File: src/rtl/seg7_scroll_ctrl.sv
// Scroll controller for an eight-digit seven-segment bank: holds up to 16 nibbles and
// scrolls a circular 8-digit window across them; outputs registered nibbles and a blank mask.
module seg7_scroll_ctrl #(
  parameter int TICK_DIV = 12_500_000
) (
  input  logic        clk,
  input  logic        rst,
  input  logic        wr_en,
  input  logic [3:0]  wr_addr,
  input  logic [3:0]  wr_data,
  input  logic [4:0]  msg_len,
  input  logic        start,
  input  logic        stop,
  input  logic        step,
  input  logic        dir,
  output logic [31:0] digits,
  output logic [7:0]  blank,
  output logic        busy,
  output logic        wrap,
  output logic [1:0]  state_dbg
);

  localparam int CW = $clog2(TICK_DIV);
  localparam logic [CW-1:0] TICK_LAST = CW'(TICK_DIV - 1);

  localparam logic [1:0] S_IDLE = 2'd0;
  localparam logic [1:0] S_RUN  = 2'd1;
  localparam logic [1:0] S_HOLD = 2'd2;

  logic [1:0]    state;
  logic [4:0]    len_q;
  logic [3:0]    pos;
  logic [CW-1:0] cnt;
  logic [3:0]    mem [16];

  logic [4:0]    len_in;
  logic          do_adv;
  logic [3:0]    pos_adv;
  logic          adv_wrap;
  logic [4:0]    idx;
  logic [31:0]   win_digits;
  logic [7:0]    win_blank;

  // Handshake note: start/stop/step are level-sampled once per clock; stop outranks start,
  // which outranks step and the scroll tick.
  always_comb len_in = (msg_len > 5'd16) ? 5'd16 : msg_len;

  always_comb begin
    do_adv = 1'b0;
    if (state == S_RUN)       do_adv = !stop && (cnt == TICK_LAST);
    else if (state == S_HOLD) do_adv = !stop && !start && step;
  end

  always_comb begin
    pos_adv  = pos;
    adv_wrap = 1'b0;
    if (!dir) begin
      if ({1'b0, pos} == len_q - 5'd1) begin
        pos_adv  = 4'd0;
        adv_wrap = 1'b1;
      end else begin
        pos_adv = pos + 4'd1;
      end
    end else begin
      if (pos == 4'd0) begin
        pos_adv  = 4'(len_q - 5'd1);
        adv_wrap = 1'b1;
      end else begin
        pos_adv = pos - 4'd1;
      end
    end
  end

  always_ff @(posedge clk) begin
    if (rst) begin
      state <= S_IDLE;
      len_q <= 5'd0;
      pos   <= 4'd0;
      cnt   <= '0;
      wrap  <= 1'b0;
    end else begin
      wrap <= 1'b0;
      if (do_adv) begin
        pos  <= pos_adv;
        wrap <= adv_wrap;
      end
      case (state)
        S_IDLE: begin
          if (!stop && start && len_in != 5'd0) begin
            state <= S_RUN;
            len_q <= len_in;
            pos   <= 4'd0;
            cnt   <= '0;
          end
        end
        S_RUN: begin
          if (stop)                   state <= S_HOLD;
          else if (cnt == TICK_LAST)  cnt   <= '0;
          else                        cnt   <= cnt + CW'(1);
        end
        S_HOLD: begin
          if (!stop && start) begin
            state <= S_RUN;
            cnt   <= '0;
          end
        end
        default: state <= S_IDLE;
      endcase
    end
  end

  always_ff @(posedge clk) begin
    if (rst) begin
      for (int i = 0; i < 16; i++) mem[i] <= 4'd0;
    end else if (wr_en) begin
      mem[wr_addr] <= wr_data;
    end
  end

  // pos < len_q and i < len_q keep the sum below 2*len_q, so one subtraction wraps it.
  always_comb begin
    win_digits = 32'd0;
    win_blank  = 8'hFF;
    idx        = 5'd0;
    if (state != S_IDLE) begin
      for (int i = 0; i < 8; i++) begin
        idx = {1'b0, pos} + 5'(i);
        if (idx >= len_q) idx = idx - len_q;
        if (5'(i) < len_q) begin
          win_digits[31-4*i -: 4] = mem[idx[3:0]];
          win_blank[7-i]          = 1'b0;
        end
      end
    end
  end

  always_ff @(posedge clk) begin
    if (rst) begin
      digits <= 32'd0;
      blank  <= 8'hFF;
    end else begin
      digits <= win_digits;
      blank  <= win_blank;
    end
  end

  assign busy      = (state != S_IDLE);
  assign state_dbg = state;

endmodule

File: config.mk
export PLATFORM = sky130hd
export DESIGN_NAME = seg7_scroll_ctrl
export DESIGN_NICKNAME = d
export VERILOG_FILES = /design/src/rtl/seg7_scroll_ctrl.sv
export SDC_FILE = /design/constraint.sdc
export NUM_CORES = 1
export LEC_CHECK = 0
export ABC_AREA = 1
export CORE_ASPECT_RATIO = 0.7
export CORE_UTILIZATION = 31
export CTS_BUF_LIST = sky130_fd_sc_hd__clkbuf_4
export CTS_CLUSTER_SIZE = 12
export DETAILED_ROUTE_END_ITERATION = 10
export PLACE_DENSITY = 0.46
export SETUP_SLACK_MARGIN = 0.2
export SLEW_MARGIN = 20
export SYNTH_ARGS = -nofsm -noshare
export SYNTH_HDL_FRONTEND = slang
export SYNTH_SLANG_ARGS = --single-unit
File: constraint.sdc
create_clock -name clk -period 5.65 [get_ports clk]
set_input_delay 1.695 -clock clk [delete_from_list [all_inputs] [get_ports clk]]
set_output_delay 1.695 -clock clk [all_outputs]
set_load 0.01 [all_outputs]
; ---- Yosys cells after proc, flatten, opt, wreduce, memory -nomap -nowiden
; Memory sizes are Yosys's and may differ from the RTL's. A register that Yosys moved wholly into a read port is not among the register bits.
; Cells that the tools add are included.
[totals]
regBits = 44
ram_bits = 64
inputBits = 20
output_inout_bits = 44
memories = 1
[op_classes]
addsub = 19
order_cmp = 17
n_eq_ne = 8
n_mux = 53
n_bitwise = 10
reduce_logical = 26
[memory_table]
columns = name, depth, word_bits, read_ports, rd_clocked_by_memory_dff, wr, line_no
row1 = mem, 16, 4, 8, 8, 16, 34  ; logic [3:0] mem [16];
[op_table]
columns = op, n
row1 = 24-bit 2-to-1 mux, 4
row2 = 4-bit 2-to-1 mux, 24
row3 = 24-bit case mux with 3 select lines, 1
row4 = 5-bit greater-or-equal comparator, 7
row5 = 4-bit subtractor, 8
row6 = 24-bit by 1-bit adder with 24-bit output (second input constant), 1
row7 = 24-bit == test (second input constant), 1
row8 = 3-bit OR reduction, 8
row9 = 4-bit by 3-bit adder with 5-bit output (second input constant), 4
row10 = 3-bit by 5-bit less-than comparator with 1-bit output (first input constant), 4
row11 = 1-bit 2-to-1 mux, 19
row12 = 4-bit by 2-bit adder with 5-bit output (second input constant), 2
row13 = 1-bit by 5-bit less-than comparator with 1-bit output (first input constant), 2
row14 = 2-bit by 5-bit less-than comparator with 1-bit output (first input constant), 2
row15 = 1-bit NOT, 10
row16 = 2-bit 2-to-1 mux, 3
row17 = 2-bit inequality test (second input constant), 3
row18 = 2-bit case mux with 3 select lines, 1
row19 = 4-bit by 1-bit adder with 5-bit output (second input constant), 1
row20 = 4-bit by 5-bit == test with 1-bit output, 1
row21 = 4-bit by 5-bit greater-or-equal comparator with 1-bit output, 1
row22 = 5-bit > comparator (second input constant), 1
row23 = 1-bit logical AND, 5
row24 = 5-bit 2-to-1 mux, 1
row25 = 17 further kinds, 19

; ---- Depth between registers and ports, before layout
[depth]
word_depth = 8
ltp_mapped = 20

; ---- Worst setup path before layout
; OpenSTA, ideal clock, no wires.
[synth_timing]
path_type = register to register
startpoint = register pos[1]
endpoint = register digits[1] (read register of mem)
t_arrival_ps = 3231
slack_ps = 2301
stages_incl_launch_ff = 17
path_buffers = 2
path_cell_list = dfxtp_1 > buf_2 > inv_1 > ha_1 > inv_1 > ha_1 > nand3_1 > nand2_1 > nand2_1 > nand2_2 > o21ai_2 > inv_2 > buf_2 > o211ai_1 > nand3_1 > nand3_1 > a21oi_1
[synth_between]
elab_chain_len = 4
elab_cells_between_ends = 5
[synth_rtl]
columns = item, line_no
row1 = start: declaration, 32  ; logic [3:0] pos;
row2 = start signal: assignment, 84  ; pos <= pos_adv;
row3 = 4-bit by 3-bit adder with 5-bit output (*), 127  ; idx = {1'b0, pos} + 5'(i);
row4 = 4-bit subtractor or 5-bit greater-or-equal comparator (tied branches), 128  ; if (idx >= len_q) idx = idx - len_q;
row5 = 4-bit 2-to-1 mux (*), 128
row6 = 4-bit 2-to-1 mux (*), 125  ; if (state != S_IDLE) begin
row7 = end: declaration, 16  ; output logic [31:0] digits,
; Every way passes the cells marked *; elsewhere a longest branch is shown, timed or not. The select of a mux whose other input is x is not followed.
; A chain may end at the register's enable or synchronous reset.

; ---- Worst setup path in the final report
[layout_timing]
startpoint = register pos[0]
endpoint = register digits[2] (read register of mem)
; Same word-level chain as after synthesis.

==> impl_metrics.env <==
export IMPL_numPortBuffers=63
export IMPL_relSlewSlack=0.2565
export IMPL_start_kind="register"
export IMPL_syn_nets=2068
export IMPL_crit_path_start="pos[0]"
export IMPL_outcome="completed"
export IMPL_hold_path_class="register to register"
export IMPL_htreeDepth=4
export IMPL_cts_root_buf="clkbuf_4"
export IMPL_wl_per_cell_um=22.39
export IMPL_chipHeight_um=170.7
export IMPL_max_stage_delay_ps=720
export IMPL_cts_num_sinks=140
export IMPL_fin_cells=2570
export IMPL_tritoncts="yes"
export IMPL_cp_arrival_ps=4880
export IMPL_final_nets=2088
export IMPL_final_min_clock_period_ps=4376
export IMPL_hold_buffers=0
export IMPL_ys_ff_latch=140
export IMPL_max_freq_ghz=0.2285
export IMPL_post_cts_setup_buffers=0
export IMPL_clock_latency_ps=630
export IMPL_n_fill_cell=4380
export IMPL_r2r_cells=15
export IMPL_grt_usage=0.2766
export IMPL_drive_gt1_frac=0.06444
export IMPL_setup_worst_path_end_class="register"
export IMPL_ant_nets=0
export IMPL_first_global_vias=12740
export IMPL_synth_top_family_by_area="simple AND/OR/NAND/NOR gates"
export IMPL_finClkSkew_ps=30.41
export IMPL_worstPathCellList="buf_4, inv_2, ha_1, inv_1, ha_1, nand3_1, nand2_1, nand2_1, nand2_2, o21ai_2, inv_2, o211ai_1, nand3_1, nand3_1, a21oi_1"
export IMPL_fp_dieW_um=242.9
export IMPL_core_area_um2=39840
export IMPL_numCtsBuffers=17
export IMPL_cts_clk_slew_worst_paths_ps=160
export IMPL_yosys_warnings=0
export IMPL_setup_viol=0
export IMPL_tns_ps=0
export IMPL_grt_overflow=0
export IMPL_drcViolationCount=0
export IMPL_power_density_nw_per_um2=211.7
export IMPL_rows=61
export IMPL_fin_area_um2=13820
export IMPL_critPathSlowestCell="o21ai_2"
export IMPL_ir_drop_mv=0.1223
export IMPL_cts_buffer_depth=2
export IMPL_tightest_slew_ps=1113
export IMPL_ys_seq_area_frac=0.2733
export IMPL_grt_pass1_wl_um=84260
export IMPL_rsz0062_at_grt="false"
export IMPL_synth_mux_area_frac=0
export IMPL_synth_cells=2000
export IMPL_routabilityCongestion=0.9632
export IMPL_avgSynthCellArea_um2=6.299
export IMPL_cts_resized=0
export IMPL_placed_cell_area_um2=13550
export IMPL_start_util=0.3162
export IMPL_cp_common_cell="nand3_1"
export IMPL_crit_end="digits[2]"
export IMPL_cp_max_fo=17
export IMPL_min_period_over_period=0.7746
export IMPL_layout_commonest_cell="nand2_1"
export IMPL_place_hpwl_um=38820
export IMPL_antenna_found_initial=2
export IMPL_first_pass_iters=6
export IMPL_r2r_slack_ps=1270
export IMPL_drt_iter0_markers=1911
export IMPL_hold_viol=0
export IMPL_ioPinCount=64
export IMPL_num_vias=14220
export IMPL_hold_ws_ps=487.5
export IMPL_drv_slew=0
export IMPL_grt_max_degree=37
export IMPL_wl_um=57550
export IMPL_async_flop_share=0
export IMPL_synth_simple_gate_area_frac=0.4881
export IMPL_synth_cell_types=47
export IMPL_leakage_nw=6.017
export IMPL_synth_xor_area_frac=0.02016
export IMPL_dp_cells=2536
export IMPL_cap_violations=0
export IMPL_synthAdderAreaFrac=0.05006
export IMPL_rr_startpoint="pos[0]"
export IMPL_area_delta_synth_final_pct=9.694
export IMPL_viasPerCell=5.535
export IMPL_finalPower_mw=2.926
export IMPL_synth_compound_area_share=0.07896
export IMPL_required_ps=6150
export IMPL_final_cell_mix="nand2_1 (641), nand3_1 (521), inv_1 (175), nor2_1 (121), dfxtp_1 (76)"
export IMPL_reg2reg_to="digits[2]"
export IMPL_syn_area_um2=12600
export IMPL_crit_type="register to register"
export IMPL_dieArea_um2=41460
export IMPL_synth_ff_type="dfxtp_1"
export IMPL_synth_edf_count=64
[where the power goes]
part / leakage, nW / switching [mW] / total [mW] / internal (mW)
sequential: 1.22 / 0.0171 / 1.11 / 1.09
combinational: 4.65 / 0.823 / 1.14 / 0.315
clock: 0.143 / 0.487 / 0.679 / 0.192
total: 6.02 / 1.33 / 2.93 / 1.60
[through the flow]
step,worst slack (ps),util
global placement,1427,0.3401
CTS,1328,0.3466
finish,1274,0.3468
global route,1035,0.3468
floorplan,2301,-
detailed placement,1372,0.3401
[Yosys cell counts (14+ instances only)]
| library cell | count | area [um^2] |
|---|---|---|
| nor3_1 | 14 | 70.07 |
| inv_1 | 175 | 656.9 |
| buf_4 | 15 | 112.6 |
| xor2_1 | 16 | 140.1 |
| ha_1 | 44 | 550.5 |
| nand4_1 | 16 | 100.1 |
| o211ai_1 | 16 | 120.1 |
| buf_2 | 42 | 210.2 |
| nand2_1 | 642 | 2410 |
| nand3_1 | 521 | 2608 |
| nand2_2 | 24 | 150.1 |
| o21ai_0 | 23 | 115.1 |
| dfxtp_1 | 76 | 1521 |
| edfxtp_1 | 64 | 1922 |
| nor2_1 | 121 | 454.2 |
| a21oi_1 | 58 | 290.3 |
| o21ai_2 | 18 | 157.7 |
[how the worst min path moves through the flow]
stage	startpoint	endpoint	slack (ps)	depth (start not counted)
floorplan	cnt[3]	cnt[3]	450	1
global placement	cnt[3]	cnt[3]	460	1
detailed placement	cnt[3]	cnt[3]	470	1
CTS	cnt[3]	cnt[3]	490	1
global route	cnt[3]	cnt[3]	530	1
finish	cnt[3]	cnt[3]	490	1
[sequential cells by signal, summed over array words and instances, names as in the netlist]
register and cells:
mem 64, digits 32, cnt 24, blank 8, len_q 5, pos 4
state_dbg 2, wrap 1
[layout make-up]
cell class	count	area (um^2)	area share
Multi-Input combinational cell	1603	8030	0.5811
Sequential cell	140	3443	0.2492
Timing Repair Buffer	76	728.2	0.05270
Inverter	182	683.2	0.04944
Tap cell	535	669.4	0.04844
Clock inverter	15	131.4	0.009507
Clock buffer	17	127.6	0.009236
Antenna cell	2	5.005	0.0003622
[critical path, delay by kind of cell (launching register included)]
| kind | cells | cell delay (ps) |
|---|---|---|
| and+or+nand+nor | 6 | 630 |
| AOI/OAI and AO/OA | 3 | 1070 |
| adders and majority gates | 2 | 1040 |
| DFF | 1 | 340 |
| buffers and inverters | 4 | 1160 |
[metal layers]
metal,vias to the layer above,global-route usage,part of all wire
li1,6705,-,-
met1,6699,0.3988,0.46
met2,719,0.4027,0.41
met3,101,0.06824,0.11
met4,0,0.08067,0.025
met5,-,0,0
[cells by family (layout without fill, tap and decap cells)]
group                    Yosys count  in the layout
AO/OA/AOI/OAI                    150            150
XOR/XNOR                          29             29
adder cells (fa/ha/maj)           48             48
buffers and inverters            257            290
flip-flops                       140            140
other                              0              2
AND/OR/NAND/NOR                 1376           1376
Power figures use the tool's default switching activity.
